**src/rtl/fir_pkg.sv**
```systemverilog
// Shared definitions for the serial FIR sequencer: tap limits, default
// coefficient bank, accumulator sizing and controller states.
package fir_pkg;

  localparam int TAPS_MAX = 16;
  localparam int IDX_W    = 4;

  // Symmetric low-pass default; entries past the ninth tap are zero.
  localparam int unsigned DEF_COEF [TAPS_MAX] = '{
    0, 7, 61, 33, 68, 33, 61, 7, 0, 0, 0, 0, 0, 0, 0, 0
  };

  typedef enum logic [1:0] {
    IDLE,
    MAC,
    OUT
  } state_t;

  // Four guard bits cover the sum of up to 16 full-scale products.
  function automatic int acc_width(input int n, input int cw);
    return n + cw + 4;
  endfunction

endpackage

```
**src/rtl/fir_delay_line.sv**
```systemverilog
// Circular sample store: each push advances the head and writes the new
// sample there; reads address samples at an age offset behind the head.
module fir_delay_line
  import fir_pkg::*;
#(
  parameter int N    = 16,
  parameter int TAPS = 9
) (
  input  logic                 clk,
  input  logic                 reset,
  input  logic                 push,
  input  logic [N-1:0]         push_data,
  input  logic [IDX_W-1:0]     offset,
  output logic [N-1:0]         rd_data
);

  logic [N-1:0]     line [TAPS];
  logic [IDX_W-1:0] head;
  logic [IDX_W-1:0] head_next;
  logic [IDX_W-1:0] rd_idx;
  logic [IDX_W:0]   wrap_idx;

  assign head_next = (head == IDX_W'(TAPS - 1)) ? '0 : head + 1'b1;

  // Offsets past the head wrap back around the top of the ring.
  assign wrap_idx = {1'b0, head} + (IDX_W + 1)'(TAPS) - {1'b0, offset};
  assign rd_idx   = (head >= offset) ? head - offset : wrap_idx[IDX_W-1:0];
  assign rd_data  = line[rd_idx];

  always_ff @(posedge clk) begin
    if (!reset) begin
      head <= '0;
      for (int i = 0; i < TAPS; i++) begin
        line[i] <= '0;
      end
    end else if (push) begin
      head            <= head_next;
      line[head_next] <= push_data;
    end
  end

endmodule

```
**src/rtl/fir_serial_sequencer.sv**
```systemverilog
// Time-multiplexed FIR: one multiply-accumulate per cycle over TAPS taps.
// Build option FIR_OUT_SAT_EN saturates the output instead of wrapping.
module fir_serial_sequencer
  import fir_pkg::*;
#(
  parameter int N         = 16,
  parameter int CW        = 11,
  parameter int TAPS      = 9,
  parameter int OUT_SHIFT = 0
) (
  input  logic          clk,
  input  logic          reset,
  input  logic          in_valid,
  output logic          in_ready,
  input  logic [N-1:0]  in_data,
  output logic          out_valid,
  input  logic          out_ready,
  output logic [N-1:0]  data_out,
  input  logic          coef_we,
  input  logic [3:0]    coef_addr,
  input  logic [CW-1:0] coef_wdata,
  output logic          coef_err,
  output logic          busy
);

  localparam int AW = acc_width(N, CW);
  localparam int PW = N + CW;
  localparam logic [IDX_W-1:0] LAST_K = IDX_W'(TAPS - 1);

  state_t           state;
  logic [IDX_W-1:0] k;
  logic [AW-1:0]    acc;
  logic [AW-1:0]    acc_next;
  logic [CW-1:0]    coef [TAPS];
  logic [N-1:0]     x_k;
  logic [PW-1:0]    prod;
  logic             accept;
  logic             coef_ok;

  function automatic logic [N-1:0] shape_out(input logic [AW-1:0] a);
    logic [AW-1:0] s;
    s = a >> OUT_SHIFT;
`ifdef FIR_OUT_SAT_EN
    if (|s[AW-1:N]) begin
      return '1;
    end
`endif
    return s[N-1:0];
  endfunction

  assign accept  = (state == IDLE) && in_valid && in_ready;
  assign coef_ok = (state == IDLE) && ({1'b0, coef_addr} < (IDX_W + 1)'(TAPS));

  fir_delay_line #(
    .N    (N),
    .TAPS (TAPS)
  ) u_line (
    .clk       (clk),
    .reset     (reset),
    .push      (accept),
    .push_data (in_data),
    .offset    (k),
    .rd_data   (x_k)
  );

  assign prod     = PW'(x_k) * PW'(coef[k]);
  assign acc_next = acc + AW'(prod);

  // A coefficient write and a sample accept in the same cycle both commit at
  // that edge, so the sample's MAC pass already sees the new coefficient.
  always_ff @(posedge clk) begin
    if (!reset) begin
      state     <= IDLE;
      in_ready  <= 1'b1;
      out_valid <= 1'b0;
      data_out  <= '0;
      coef_err  <= 1'b0;
      busy      <= 1'b0;
      acc       <= '0;
      k         <= '0;
      for (int i = 0; i < TAPS; i++) begin
        coef[i] <= CW'(DEF_COEF[i]);
      end
    end else begin
      coef_err <= coef_we && !coef_ok;
      if (coef_we && coef_ok) begin
        coef[coef_addr] <= coef_wdata;
      end

      case (state)
        IDLE: begin
          if (accept) begin
            in_ready <= 1'b0;
            busy     <= 1'b1;
            acc      <= '0;
            k        <= '0;
            state    <= MAC;
          end
        end
        MAC: begin
          acc <= acc_next;
          if (k == LAST_K) begin
            data_out  <= shape_out(acc_next);
            out_valid <= 1'b1;
            state     <= OUT;
          end else begin
            k <= k + 1'b1;
          end
        end
        OUT: begin
          if (out_ready) begin
            out_valid <= 1'b0;
            in_ready  <= 1'b1;
            busy      <= 1'b0;
            state     <= IDLE;
          end
        end
        default: begin
          state <= IDLE;
        end
      endcase
    end
  end

endmodule

```
**config.mk**
```make
export PLATFORM = sky130hd
export DESIGN_NAME = fir_serial_sequencer
export DESIGN_NICKNAME = d
export VERILOG_FILES = /design/src/rtl/fir_pkg.sv /design/src/rtl/fir_delay_line.sv /design/src/rtl/fir_serial_sequencer.sv
export SDC_FILE = /design/constraint.sdc
export NUM_CORES = 1
export LEC_CHECK = 0
export ABC_AREA = 0
export CAP_MARGIN = 0
export CELL_PAD_IN_SITES_DETAIL_PLACEMENT = 1
export CELL_PAD_IN_SITES_GLOBAL_PLACEMENT = 1
export CORE_ASPECT_RATIO = 1.75
export CORE_MARGIN = 2
export CORE_UTILIZATION = 54
export CTS_BUF_LIST = sky130_fd_sc_hd__clkbuf_8
export DETAILED_ROUTE_END_ITERATION = 10
export GPL_ROUTABILITY_DRIVEN = 0
export HOLD_SLACK_MARGIN = 0.02
export PLACE_DENSITY_LB_ADDON = 0.08
export SETUP_SLACK_MARGIN = 0.2
export SLEW_MARGIN = 20
export SYNTH_ARGS = -nofsm -noshare
export SYNTH_HDL_FRONTEND = slang
export SYNTH_SLANG_ARGS = --single-unit
```
**constraint.sdc**
```tcl
create_clock -name clk -period 9 [get_ports clk]
set_clock_uncertainty 0.15 [all_clocks]
set_input_delay 0.9 -clock clk [delete_from_list [all_inputs] [get_ports clk]]
set_output_delay 0.9 -clock clk [all_outputs]
set_load 0.03 [all_outputs]
```
==> flow_summary_export.csv, run 1 <==
group,metric,value,unit
status,outcome,"complete, but fails checks",
status,violations,"design-rule violations",
sta,rsz0062_at_grt,"no",
clocking,htreeDepth,3,
drt,wl_met2,43000,µm
die,core,0.0461,mm²
setup_path,cp-start-kind,"flop",
setup_path,crit_top_cell,"fa_1",
synth,ys_async_sr_fraction,0,
die,ios,56,
power_and_ir_drop,power.leakage,10.8,nW
setup_path,critical_path.endpoint_type,"flop",
synth,synthMuxAreaShare,0.0676,
grt,grt_pass1_wl,117000,µm
sta,slew_violations,0,
synth,ys_seq_area_frac,0.554,
synth,avgSynthCellArea,12.4,µm²
setup_path,reg2reg_slack,590,ps
setup_path,required,9390,ps
cells_and_area,nets,2405,
placement,io_buffers,55,
setup_path,slowest_delay,860,ps
setup_path,crit_type,"reg -> reg",
drt,wl_met3,3980,µm
drt,drt-met1-wl,25200,µm
die,initial_core_util,0.548,
cells_and_area,layout-drive-gt1-share,0.131,
synth,synth_top_family_by_area,"simple AND/OR/NAND/NOR gates",
clocking,insertion_delay,650,ps
sta,max_freq,0.119,GHz
clocking,root_buffer,"clkbuf_8",
flow_run,maxCapViolations,0,
sta,setup_viol,0,
placement,placed_cells,2731,
hold_path,hp-class,"reg -> reg",
cells_and_area,regArea,0.0140,mm²
die,chipHeight,290,µm
drt,routed.top_layer,"met4",
setup_path,worst-path-max-fanout,17,
synth,synth_compound_area_frac,0.0785,
cells_and_area,areaGrowthSynthToFinish,13.5,%
synth,yosysWarnings,0,
grt,grt_usage,0.330,
drt,first_pass_iters,8,
drt,viasPerCell,6.05,
clocking,cts_tree,"done",
power_and_ir_drop,power.density,375,mW/mm²
grt,antenna_found_initial,2,
clocking,cts_buffer_depth,3,
synth,synth_edf_count,432,
drt,drc,1,
clocking,clk_pin_slew,90,ps
synth,netlist_instances,2036,
drt,num_vias,17400,
cells_and_area,layout.cells.non_filler,2866,
synth,synth-xor-area-share,0.0137,
drt,finalWirelength,78600,µm
drt,drtAntennaViolNets,0,
synth,ys_types,72,
synth,netlist_area,0.0252,mm²
clocking,numClockSinks,482,
placement,hpwl,55600,µm
die,dieArea,0.0485,mm²
power_and_ir_drop,irDropWorstVdd,1.06,mV
sta,tns,0,ps
sta,finalCritPeriodShare,0.934,
sta,hold_viol_final,0,
drt,drt_iter0_markers,1363,
cells_and_area,fillers,4673,
synth,synthAdderAreaFrac,0.0963,
clocking,cts_made_buffers,72,
setup_path,crit_arrival,8800,ps
die,rows,104,
setup_path,worst_path_max_delay_cell,"o31ai_1",
sta,tightest_slew,1310,ps
synth,synthSimpleGateAreaFrac,0.147,
sta,post-route-min-period,8410,ps
grt,grt_max_degree,48,
die,die_w,167,µm
cells_and_area,multi_input_comb_area,0.0106,mm²
sta,relSlewSlack,0.124,
synth,ys_ff_latch,482,
power_and_ir_drop,total_power,0.0107,W
grt,grt-ovfl-total,0,
drt,wire_per_inst,27.4,µm
grt,grt_pass1_vias,19400,
synth,synth_top_flop_cell,"edfxtp_1",
what timing repair did:
action                     4_1_cts  5_1_grt
hold buffers                     0        0
resized for setup                0       11
setup endpoints to repair        0       10
setup buffers                    0        7
path summary, 6_finish.rpt:
path / to / startpoint / depth (start not counted)
max: acc[15] / k[1] / 28
min: data_out[11] / data_out[11] / 2
max reg2reg: acc[15] / k[1] / 28
min reg2reg: data_out[11] / data_out[11] / 2
registers in the layout, indices dropped and copies added (netlist names), 2 cells and up, named ones only:
register / cells
acc: 16
u_line.line: 256
coef: 176
k: 4
data_out: 16
u_line.head: 4
state: 2
cells in the mapped netlist (47+ instances only):
| cell | instances | area, µm² |
|---|---|---|
| fa_1 | 92 | 1840 |
| a21oi_1 | 53 | 265 |
| nor2_1 | 77 | 289 |
| edfxtp_1 | 432 | 13000 |
| nand2b_1 | 55 | 344 |
| dfxtp_1 | 50 | 1000 |
| inv_1 | 169 | 634 |
| mux4_2 | 52 | 1170 |
| ha_1 | 47 | 588 |
| clkbuf_1 | 69 | 259 |
| mux2i_1 | 49 | 490 |
| and2_1 | 233 | 1460 |
| nand2_1 | 215 | 807 |
kinds of logic after synthesis:
family	after synthesis
AND/OR/NAND/NOR	714
buffers and inverters	274
XOR/XNOR	34
multiplexers	105
flip-flops	482
other	1
adder cells (fa/ha/maj)	139
AO/OA/AOI/OAI	287
cells in the final DEF (no fill, tap or decap), drive strengths merged, types with 8 or more instances in the layout:
cell type | Yosys | layout
a2111oi | 8 | 8
a211oi | 16 | 16
a21boi | 38 | 38
a21oi | 55 | 55
a311oi | 14 | 14
a31oi | 9 | 9
and2 | 233 | 233
and3 | 24 | 24
buf | 36 | 94
clkbuf | 69 | 74
clkdlybuf4s50 | 0 | 54
clkinv | 0 | 21
conb | 1 | 77
dfxtp | 50 | 50
edfxtp | 432 | 432
fa | 92 | 92
ha | 47 | 47
inv | 169 | 195
mux2i | 49 | 49
mux4 | 52 | 52
nand2 | 216 | 216
nand2b | 55 | 55
nand3 | 27 | 27
nor2 | 77 | 78
nor2b | 17 | 17
nor3 | 12 | 12
nor4 | 12 | 12
o211ai | 8 | 8
o21ai | 46 | 46
o221ai | 9 | 9
o22ai | 27 | 27
or3 | 22 | 22
xnor2 | 27 | 27
routing by layer:
layer	global-route usage	up-vias
met4	0.235	0
met1	0.322	8809
met5	0	-
met2	0.625	684
met3	0.0487	330
li1	-	7530
stage by stage:
stage,util,worst slack (ps),hold WS (ps),cell area [µm²]
finish,0.621,591,314,28600
global route,0.621,220,341,28600
CTS,0.619,225,317,28500
detailed placement,0.590,279,308,27200
global placement,0.590,484,302,27200
floorplan,-,1160,305,25500
worst max-delay path: cells and delay by family (launching register included):
kind            cells  cell delay [ps]
compound gates      4             1290
xor+xnor            7             1680
fa+ha+maj           8             3510
buf+inv             6              920
flops               1              380
simple gates        3              330
layout make-up:
| type | instances | area share |
|---|---|---|
| inverter | 169 | 0.0222 |
| clock inverter | 52 | 0.0118 |
| timing repair buffer | 148 | 0.0448 |
| sequential | 482 | 0.488 |
| tap | 583 | 0.0255 |
| clock buffer | 74 | 0.0356 |
| multi-input combinational | 1357 | 0.372 |
| antenna | 1 | 0.0000874 |
where the power goes:
part           total [W]  switching, W  internal, W
registers        0.00258     0.0000445      0.00253
clock network    0.00177      0.000886     0.000885
logic            0.00638       0.00382      0.00257
Note: power is estimated with default switching activity, not from simulation.
==> inputs of run 2 (changes only) <==
- GPL_TIMING_DRIVEN: default -> 1
==> results of run 2 <==
Final layout, timing and power as in run 1 (identical DEF).
==> inputs of run 3 (changes only) <==
- ABC_CLOCK_PERIOD_IN_PS: default -> 9000
==> results of run 3 <==
Final layout, timing and power as in run 1 (identical DEF).
